==> config.mk <==
export PLATFORM = sky130hd
export DESIGN_NAME = load_store_unit
export DESIGN_NICKNAME = d
export VERILOG_FILES = /design/src/rtl/load_store_unit_pkg.sv /design/src/rtl/load_store_unit_mem_lane_align.sv /design/src/rtl/load_store_unit.sv
export SDC_FILE = /design/constraint.sdc
export NUM_CORES = 1
export LEC_CHECK = 0
export CAP_MARGIN = 20
export CELL_PAD_IN_SITES_DETAIL_PLACEMENT = 1
export CELL_PAD_IN_SITES_GLOBAL_PLACEMENT = 2
export CORE_MARGIN = 3
export CORE_UTILIZATION = 33
export CTS_CLUSTER_SIZE = 28
export DETAILED_ROUTE_END_ITERATION = 7
export MAX_ROUTING_LAYER = met4
export PLACE_DENSITY = 0.94
export SYNTH_ARGS = -nofsm -noshare
export SYNTH_HDL_FRONTEND = slang
export SYNTH_HIERARCHICAL = 1
export SYNTH_SLANG_ARGS = --single-unit
==> constraint.sdc <==
create_clock -name clk -period 9 [get_ports clk]
set_clock_uncertainty 0.1 [all_clocks]
set_input_delay 0.9 -clock clk [delete_from_list [all_inputs] [get_ports clk]]
set_output_delay 0.9 -clock clk [all_outputs]
set_load 0.01 [all_outputs]
==> src/rtl/load_store_unit_pkg.sv <==
// Shared definitions for the memory-stage load/store unit: access-size
// encodings, FSM states and the alignment rule used by the error check.
package load_store_unit_pkg;

    // Access size as carried on req_size.
    typedef enum logic [1:0] {
        SZ_BYTE    = 2'b00,
        SZ_HALF    = 2'b01,
        SZ_WORD    = 2'b10,
        SZ_ILLEGAL = 2'b11
    } size_e;

    // Unit sequencing: one request in flight at a time.
    typedef enum logic [1:0] {
        IDLE   = 2'b00,
        ACCESS = 2'b01,
        WRITE  = 2'b10,
        RESP   = 2'b11
    } state_e;

    // True when the low address bits do not match the natural alignment
    // of the access size. Illegal sizes are handled separately.
    function automatic logic misaligned(input size_e size, input logic [1:0] lo);
        logic bad;
        bad = 1'b0;
        case (size)
            SZ_HALF: bad = lo[0];
            SZ_WORD: bad = (lo != 2'b00);
            default: bad = 1'b0;
        endcase
        return bad;
    endfunction

endpackage

==> src/rtl/load_store_unit_mem_lane_align.sv <==
// Combinational lane steering between a 32-bit memory word and the
// right-aligned register-side data: load extraction with sign/zero
// extension, and store merging of a byte/half into an existing word.
module mem_lane_align
    import load_store_unit_pkg::*;
(
    input  size_e       size,
    input  logic [1:0]  lane,
    input  logic        load_signed,
    input  logic [31:0] rdata,
    input  logic [31:0] wdata,
    output logic [31:0] load_data,
    output logic [31:0] merged_data
);

    logic [4:0]  byte_shamt;
    logic [4:0]  half_shamt;
    logic [31:0] byte_shifted;
    logic [31:0] half_shifted;

    assign byte_shamt   = {lane, 3'b000};
    assign half_shamt   = {lane[1], 4'b0000};
    assign byte_shifted = rdata >> byte_shamt;
    assign half_shifted = rdata >> half_shamt;

    // Select the addressed lane for loads and splice the store lane into
    // the current word for read-modify-write stores.
    always_comb begin
        // NOTE: every output gets a default before the case so that no path
        // leaves it unassigned; otherwise synthesis infers a latch.
        load_data   = rdata;
        merged_data = wdata;
        case (size)
            SZ_BYTE: begin
                load_data   = {{24{load_signed & byte_shifted[7]}}, byte_shifted[7:0]};
                merged_data = (rdata & ~(32'h0000_00FF << byte_shamt))
                            | ({24'h0, wdata[7:0]} << byte_shamt);
            end
            SZ_HALF: begin
                load_data   = {{16{load_signed & half_shifted[15]}}, half_shifted[15:0]};
                merged_data = (rdata & ~(32'h0000_FFFF << half_shamt))
                            | ({16'h0, wdata[15:0]} << half_shamt);
            end
            default: begin
                load_data   = rdata;
                merged_data = wdata;
            end
        endcase
    end

endmodule

==> src/rtl/load_store_unit.sv <==
// Memory-stage load/store unit. Accepts one byte-addressed request at a
// time, rejects bad accesses without touching memory, performs loads with
// lane extraction and sub-word stores as read-modify-write over a single
// combinational-read / write-enable memory port.
module load_store_unit
    import load_store_unit_pkg::*;
#(
    parameter int MEM_AW    = 15,
    parameter int MEM_WORDS = 256
) (
    input  logic              clk,
    input  logic              reset,
    input  logic              req_valid,
    output logic              req_ready,
    input  logic              req_we,
    input  logic [1:0]        req_size,
    input  logic              req_signed,
    input  logic [31:0]       req_addr,
    input  logic [31:0]       req_wdata,
    output logic              resp_valid,
    output logic [31:0]       resp_rdata,
    output logic              resp_err,
    output logic [MEM_AW-1:0] mem_addr,
    output logic              mem_we,
    output logic [31:0]       mem_wdata,
    input  logic [31:0]       mem_rdata
);

    state_e      state;
    size_e       req_sz;
    size_e       cap_size;
    logic        cap_we;
    logic        cap_signed;
    logic [1:0]  cap_lane;
    logic [31:0] cap_wdata;

    logic [MEM_AW-1:0] req_word;
    logic [31:0]       req_word_idx;
    logic              high_bits_err;
    logic              range_err;
    logic              access_err;
    logic              req_word_store;
    logic              cap_word_store;

    logic [31:0] load_data;
    logic [31:0] merged_data;

    assign req_sz         = size_e'(req_size);
    assign req_word       = req_addr[MEM_AW+1:2];
    assign req_word_idx   = 32'(req_word);
    assign high_bits_err  = |req_addr[31:MEM_AW+2];
    assign range_err      = (req_word_idx >= 32'(MEM_WORDS));
    assign access_err     = (req_sz == SZ_ILLEGAL)
                          | misaligned(req_sz, req_addr[1:0])
                          | high_bits_err
                          | range_err;
    assign req_word_store = req_we && (req_sz == SZ_WORD);
    assign cap_word_store = cap_we && (cap_size == SZ_WORD);

    // Ready and write enable are pure decodes of registered state, so they
    // are glitch-free and fall as soon as the asynchronous reset hits.
    assign req_ready = (state == IDLE);
    assign mem_we    = (state == WRITE) || ((state == ACCESS) && cap_word_store);

    mem_lane_align u_align (
        .size        (cap_size),
        .lane        (cap_lane),
        .load_signed (cap_signed),
        .rdata       (mem_rdata),
        .wdata       (cap_wdata),
        .load_data   (load_data),
        .merged_data (merged_data)
    );

    // Sequencer: request capture, error routing, memory access and the
    // registered response outputs.
    always_ff @(posedge clk or posedge reset) begin
        if (reset) begin
            state      <= IDLE;
            cap_size   <= SZ_BYTE;
            cap_we     <= 1'b0;
            cap_signed <= 1'b0;
            cap_lane   <= 2'b00;
            cap_wdata  <= '0;
            mem_addr   <= '0;
            mem_wdata  <= '0;
            resp_valid <= 1'b0;
            resp_err   <= 1'b0;
            resp_rdata <= '0;
        end else begin
            // NOTE: state registers use non-blocking assignments so every
            // flop samples pre-edge values regardless of statement order.
            case (state)
                IDLE: begin
                    if (req_valid) begin
                        cap_size   <= req_sz;
                        cap_we     <= req_we;
                        cap_signed <= req_signed;
                        cap_lane   <= req_addr[1:0];
                        cap_wdata  <= req_wdata;
                        if (access_err) begin
                            // Rejected: respond next cycle, memory untouched.
                            resp_valid <= 1'b1;
                            resp_err   <= 1'b1;
                            resp_rdata <= '0;
                            state      <= RESP;
                        end else begin
                            mem_addr <= req_word;
                            if (req_word_store) begin
                                mem_wdata <= req_wdata;
                            end
                            state <= ACCESS;
                        end
                    end
                end
                ACCESS: begin
                    if (!cap_we) begin
                        resp_rdata <= load_data;
                        resp_valid <= 1'b1;
                        resp_err   <= 1'b0;
                        state      <= RESP;
                    end else if (cap_word_store) begin
                        // Write enable is high during this cycle.
                        resp_rdata <= '0;
                        resp_valid <= 1'b1;
                        resp_err   <= 1'b0;
                        state      <= RESP;
                    end else begin
                        // Read half of the read-modify-write.
                        mem_wdata <= merged_data;
                        state     <= WRITE;
                    end
                end
                WRITE: begin
                    resp_rdata <= '0;
                    resp_valid <= 1'b1;
                    resp_err   <= 1'b0;
                    state      <= RESP;
                end
                RESP: begin
                    resp_valid <= 1'b0;
                    resp_err   <= 1'b0;
                    state      <= IDLE;
                end
                default: begin
                    state <= IDLE;
                end
            endcase
        end
    end

endmodule

==> results of run 1 <==
cell type report:
| type | instances | area, µm² |
|---|---|---|
| multi-input combinational | 522 | 3710 |
| clock buffer | 17 | 425 |
| antenna | 1 | 2.50 |
| timing repair buffer | 197 | 1960 |
| inverter | 11 | 43.8 |
| tap | 275 | 344 |
| clock inverter | 15 | 201 |
| fill | 2359 | 11400 |
| sequential | 121 | 3030 |
kinds of logic (layout without fill, tap and decap cells):
logic type	after synthesis	after routing
AO/OA/AOI/OAI	220	220
AND/OR/NAND/NOR	198	198
flip-flops	121	121
multiplexers	97	97
buffers and inverters	73	240
adder cells (fa/ha/maj)	7	7
other	0	1
through the flow:
step | setup WS, ps | utilization (%)
2_1_floorplan | 4790 | -
3_3_place_gp | 5150 | 42.8
3_5_place_dp | 5040 | 42.8
4_1_cts | 5340 | 45.7
5_1_grt | 5200 | 45.9
6_report | 5430 | 45.9
Yosys cell counts (all sizes together), types with 15 or more instances:
cell / number
nor2b: 33
nor2: 15
mux2i: 42
buf: 31
a21oi: 95
o22ai: 39
dfrtp: 121
nand2: 97
clkbuf: 31
mux2: 54
metal layers:
layer,GRT usage (%),vias to the layer above,share of wire [%]
met4,5.05,0,1.2
met1,28.8,3144,47
li1,-,2899,-
met5,-,-,0
met2,31.0,214,46
met3,4.13,20,5.2
path summary, 6_finish.rpt:
kind	startpoint	endpoint	slack [ps]	cells after the start
min in group asynchronous	reset	mem_wdata[25]	830	2
worst min-delay path	mem_addr[6]	mem_addr[6]	390	1
worst max register to register	cap_lane[1]	resp_rdata[19]	5900	5
max in group asynchronous	reset	cap_size[1]	6560	3
worst min register to register	mem_addr[6]	mem_addr[6]	390	1
worst max-delay path	state[1]	mem_we	5430	6
flip-flops by register name, summed over array words and instances, names as in the netlist, 2 cells and up:
signal      count
cap_lane        2
state           2
mem_addr       15
cap_wdata      32
mem_wdata      32
resp_rdata     32
cap_size        2
power groups by stage:
stage	combinational [mW]	sequential (mW)	clock, mW
floorplan	1.32	0.968	0
global placement	1.85	0.973	0
detailed placement	1.90	0.982	0
CTS	1.91	0.977	0.739
global route	2.08	1.01	0.766
finish	1.91	0.978	0.723
critical path: cells and delay by family (launching register included):
family / cells / cell delay [ps]
AND/OR/NAND/NOR: 1 / 150
AO/OA/AOI/OAI: 1 / 210
flip-flops: 1 / 420
buffers and inverters: 3 / 1200
adder cells (fa/ha/maj): 1 / 160
layout by cell type, fill, tap and decap left out, drive strengths merged, types with 12 or more instances in the layout:
| cell type | count |
|---|---|
| buf | 12 |
| mux2i | 42 |
| clkdlybuf4s50 | 185 |
| nand2 | 97 |
| mux2 | 54 |
| inv | 12 |
| o22ai | 39 |
| nor2 | 15 |
| clkbuf | 17 |
| nor2b | 33 |
| dfrtp | 121 |
| a21oi | 95 |
==> out/qor.csv, run 1 <==
stage,metric,value,unit
synth,"Net Count, Synth",826,
sta,RSZ-0062 raised after global routing,no,
power_and_ir_drop,Combinational Power Share,52.9,%
synth,syn avg cell area,9.96,µm²
placement,Inst Count DP,1123,
synth,Netlist cell types,56,
critical_path,CP peak stage delay,570,ps
synth,xor and xnor fraction of the mapped netlist area,0,%
clocking,clock-pin slew on the worst setup and hold paths,60,ps
power_and_ir_drop,Reg power frac,27.1,%
synth,number of enable flip-flop cells after synthesis,0,
worst_hold_path,min-delay worst type,flip-flop to flip-flop,
route,final wirelength,24.0,mm
clocking,CTS buffer count,17,
sta,endpoints failing setup,0,
power_and_ir_drop,Net Switching,1.49,mW
synth,area share of the largest cell type after synthesis,42.4,%
synth,#FFs+latches synth,121,
synth,dominant cells by area after synthesis,"dfrtp_1 (42%), mux2_2 (8.0%), mux2i_1 (5.9%)",
sta,Final min period,3570,ps
synth,Yosys warning count,6,
critical_path,Crit Path Category,flip-flop to primary output,
route,ANT nets after route,0,
critical_path,Crit. End Element,primary output,
die,cell row count,53,
synth,"Seq/Total Area, Yosys",42.4,%
job,max-cap violations,0,
synth,Mapped Cells,716,
sta,Max-slew headroom,27.4,%
synth,Synth Cell Area,0.00713,mm²
sta,Slew Limit Fails,0,
synth,"Primary FF master, synth",dfrtp_1,
synth,adder and majority gate portion of the synthesized area,1.23,%
clocking,TritonCTS clock tree,built,
clocking,Clock Sinks,121,
die,starting density of the core,33.7,%
finish,Layout area overhead,36.2,%
finish,cell area after layout,0.00972,mm²
outcome,status,completed,
clocking,CTS Hold Buffers Added,0,
power_and_ir_drop,Leak Pwr,3.85,nW
placement,Port Buf Inserts,185,
synth,simple-gate portion of the synthesized area,14.2,%
grt,first-pass GRT wire length,37.0,mm
route,Initial DRT Pass Iterations,5,
sta,Tightest Pin Transition,1090,ps
die,Die Width,153,µm
clocking,"Clk Latency, worst-skew pair",430,ps
grt,vias in the first global route,6342,
route,First DRT Iteration DRCs,359,
power_and_ir_drop,total power,3.61,mW
finish,share of layout cells above drive strength 1,17.7,%
grt,initial antenna violation count,1,
route,number of remaining DRC errors,0,
critical_path,crit path max-delay cell type,clkdlybuf4s50_1,
die,area of the core,0.0212,mm²
synth,largest family of logic cells by synthesized area,compound AO/OA/AOI/OAI gates,
grt,total track usage,20.6,%
die,I/O pins,186,
synth,leading area contributor after synthesis,dfrtp_1,
finish,fin cells,1159,
clocking,clk root buf,clkbuf_16,
sta,Fin Setup TNS,0,ps
placement,DP Area,0.00905,mm²
sta,worst hold slack,385,ps
critical_path,CP Data Required Time,8000,ps
synth,post-synthesis async set-or-reset flop share,100,%
grt,grt total ovfl,0,
grt,largest net degree at the start of global routing,87,
power_and_ir_drop,Clock power frac,20.0,%
power_and_ir_drop,Sw Share,41.3,%
synth,mux contribution to synthesized area,14.7,%
power_and_ir_drop,internal power,2.12,mW
synth,Synth Area in Compound Gates,21.7,%
route,drt wl/cell,20.7,µm
placement,RD Place Congestion,0.843,
clocking,Post-CTS Setup Bufs,0,
critical_path,CP Launch Type,flip-flop,
critical_path,Worst Path Max Fanout,39,
power_and_ir_drop,Pwr Density,372,mW/mm²
route,Via density,5.42,
die,die area,0.0234,mm²
clocking,H-tree depth,4,
route,routed via count,6277,
sta,fmax,280,MHz
die,Die Y,153,µm
sta,fin crit share,39.7,%
critical_path,arrival time at the worst endpoint,2570,ps
clocking,post-CTS resize count,0,
placement,DPL Wire Length,17.4,mm
power_and_ir_drop,Worst VDD drop,0.000155,V
clocking,CTS Buffer Depth,2,
finish,nets@finish,980,
critical_path,worst path cell trace,inv_1 > ha_2 > buf_4 > nand2_1 > o21bai_1 > clkdlybuf4s50_1,
sta,final hold violations,0,
Note: power is estimated with default switching activity, not from simulation.
==> run 2, diff against run 1 <==
- CORE_UTILIZATION: 33 -> 30
- PLACE_DENSITY: 0.94 -> 0.87
- clock period: 9 -> 3.3 ns (I/O delays scaled with it)
==> run 2 against run 1 <==
  * Wire length is 1.9% higher
  * Global-route usage down 1.1 points
  * Setup slack lost 4800 ps
  * First-iteration DRC count shrank 0.84%
  * Register-to-register slack worse by 5000 ps
  * Clock power grew to 3.2 times the previous value
  * Sequential power rose to 2.7 times the previous value
  * Combinational power rose to 2.8 times the previous value
  * Final cell count up 3.7%
  * Sequential share of layout area down 0.64 points
  * Highest routed layer unchanged
==> out/qor.csv, run 2 (synthesis gave the netlist of run 1 again) <==
stage,metric,value,unit
clocking,clock-pin slew on the worst setup and hold paths,60,ps
placement,Inst Count DP,1170,
sta,Tightest Pin Transition,730,ps
power_and_ir_drop,Leak Pwr,3.92,nW
critical_path,CP Launch Type,flip-flop,
placement,DPL Wire Length,17.9,mm
grt,grt total ovfl,0,
power_and_ir_drop,Combinational Power Share,51.5,%
clocking,"Clk Latency, worst-skew pair",420,ps
outcome,status,completed,
finish,fin cells,1202,
finish,fin util,43.2,%
sta,endpoints failing setup,0,
grt,first-pass GRT wire length,37.9,mm
critical_path,Crit Path Category,flip-flop to primary output,
grt,largest net degree at the start of global routing,56,
grt,total track usage,19.5,%
route,First DRT Iteration DRCs,356,
critical_path,Worst Path Max Fanout,37,
die,starting density of the core,31.0,%
worst_hold_path,min-delay worst type,input port to async pin,
power_and_ir_drop,internal power,6.15,mW
die,Die Width,160,µm
clocking,TritonCTS clock tree,built,
critical_path,arrival time at the worst endpoint,2210,ps
die,area of the core,0.0230,mm²
die,cell row count,55,
finish,share of layout cells above drive strength 1,18.2,%
power_and_ir_drop,Pwr Density,1030,mW/mm²
clocking,Clock Sinks,121,
clocking,post-CTS resize count,0,
sta,Slew Limit Fails,0,
sta,Fin Setup TNS,0,ps
clocking,Post-CTS Setup Bufs,0,
finish,Multi-input gate area,0.00371,mm²
sta,fin worst setup slack,656,ps
finish,nets@finish,986,
route,routed via count,6292,
route,Initial DRT Pass Iterations,5,
critical_path,CP Data Required Time,2870,ps
die,I/O pins,186,
clocking,CTS buffer count,17,
route,number of remaining DRC errors,0,
sta,Final min period,2640,ps
route,drt wl/cell,20.3,µm
sta,fin crit share,80.1,%
finish,register area,0.00303,mm²
job,max-cap violations,0,
placement,Placement Setup Slack,385,ps
finish,"commonest cells after routing, fill and taps aside","clkdlybuf4s50_1 (185), dfrtp_1 (120), nand2_1 (96), a21oi_1 (65), mux2_2 (51)",
power_and_ir_drop,Reg power frac,26.0,%
power_and_ir_drop,Worst VDD drop,0.000488,V
critical_path,worst r2r src,state[1],
power_and_ir_drop,Sw Share,40.0,%
critical_path,Crit. End Element,primary output,
clocking,H-tree depth,4,
grt,vias in the first global route,6561,
route,final wirelength,24.5,mm
grt,initial antenna violation count,0,
route,Via density,5.23,
sta,fmax,378,MHz
power_and_ir_drop,Clock power frac,22.4,%
sta,final hold violations,0,
finish,biggest regs,"cap_wdata x32, mem_wdata x32, resp_rdata x32",
finish,"most common cell after layout, fill and taps aside",clkdlybuf4s50_1,
finish,final-layout fill cell count,2598,
placement,RD Place Congestion,0.857,
sta,Max-slew headroom,51.2,%
power_and_ir_drop,Net Switching,4.09,mW
placement,Port Buf Inserts,185,
route,ANT nets after route,0,
finish,Layout area overhead,39.1,%
clocking,clk root buf,clkbuf_16,
clocking,CTS Hold Buffers Added,0,
critical_path,source of the critical timing path,cap_size[1],
sta,RSZ-0062 raised after global routing,no,
finish,ant diodes,0,
clocking,CTS Buffer Depth,2,
die,Die Y,160,µm
die,die area,0.0257,mm²
run 2: changes by cell type in the layout (fill, tap and decap cells not counted):
cell        before  now
buf_12           1    3
buf_4           10   15
buf_8            1    0
bufinv_16        4    8
clkinv_2         3    0
clkinv_4         4    2
clkinvlp_4       3    5
diode_2          1    0
inv_4            1    0
run 2: path summary, 6_finish.rpt:
path                                        to  slack, ps  cells after the start
worst max-delay path                    mem_we        660                      3
worst min-delay path             mem_wdata[21]        270                      2
worst max register to register   mem_wdata[31]        920                      7
worst min register to register     mem_addr[0]        390                      1
max in group asynchronous       resp_rdata[12]       2110                      3
min in group clk                   mem_addr[0]        390                      1
run 2: area by class of cell:
cell class	count	share of cell area [%]
clock inverters	15	2.99
multi-input cells	522	37.4
flip-flops and latches	121	30.5
inverters	11	0.454
clock buffers	17	4.29
well taps	313	3.95
repair buffers	203	20.4
run 2: worst max-delay path: stages, from the launching register on:
cell	delay (ps)
dfrtp_2	790
nand2b_1	210
o21bai_1	210
clkdlybuf4s50_1	570
run 2: through the flow:
step / area [µm²] / hold WS, ps / total power, mW
2_1_floorplan: 7140 / 365 / 6.23
3_3_place_gp: 9200 / 372 / 7.86
3_5_place_dp: 9200 / 376 / 7.98
4_1_cts: 9920 / 282 / 10.3
5_1_grt: 9920 / 324 / 10.9
6_report: 9920 / 270 / 10.2
run 2: power groups by stage:
stage / clock network [mW] / registers (mW) / logic, mW
floorplan: 0 / 2.64 / 3.59
global route: 2.42 / 2.76 / 5.75
CTS: 2.34 / 2.67 / 5.32
finish: 2.30 / 2.66 / 5.28
detailed placement: 0 / 2.68 / 5.29
global placement: 0 / 2.65 / 5.21
run 2: layer usage:
metal	wire length, µm	vias up	global-route usage (%)	part of all wire (%)
met1	11500	3152	26.9	47
met2	11300	213	29.5	46
met5	0	-	-	0
met3	1320	23	3.94	5.4
met4	309	0	4.85	1.3
li1	-	2904	-	-
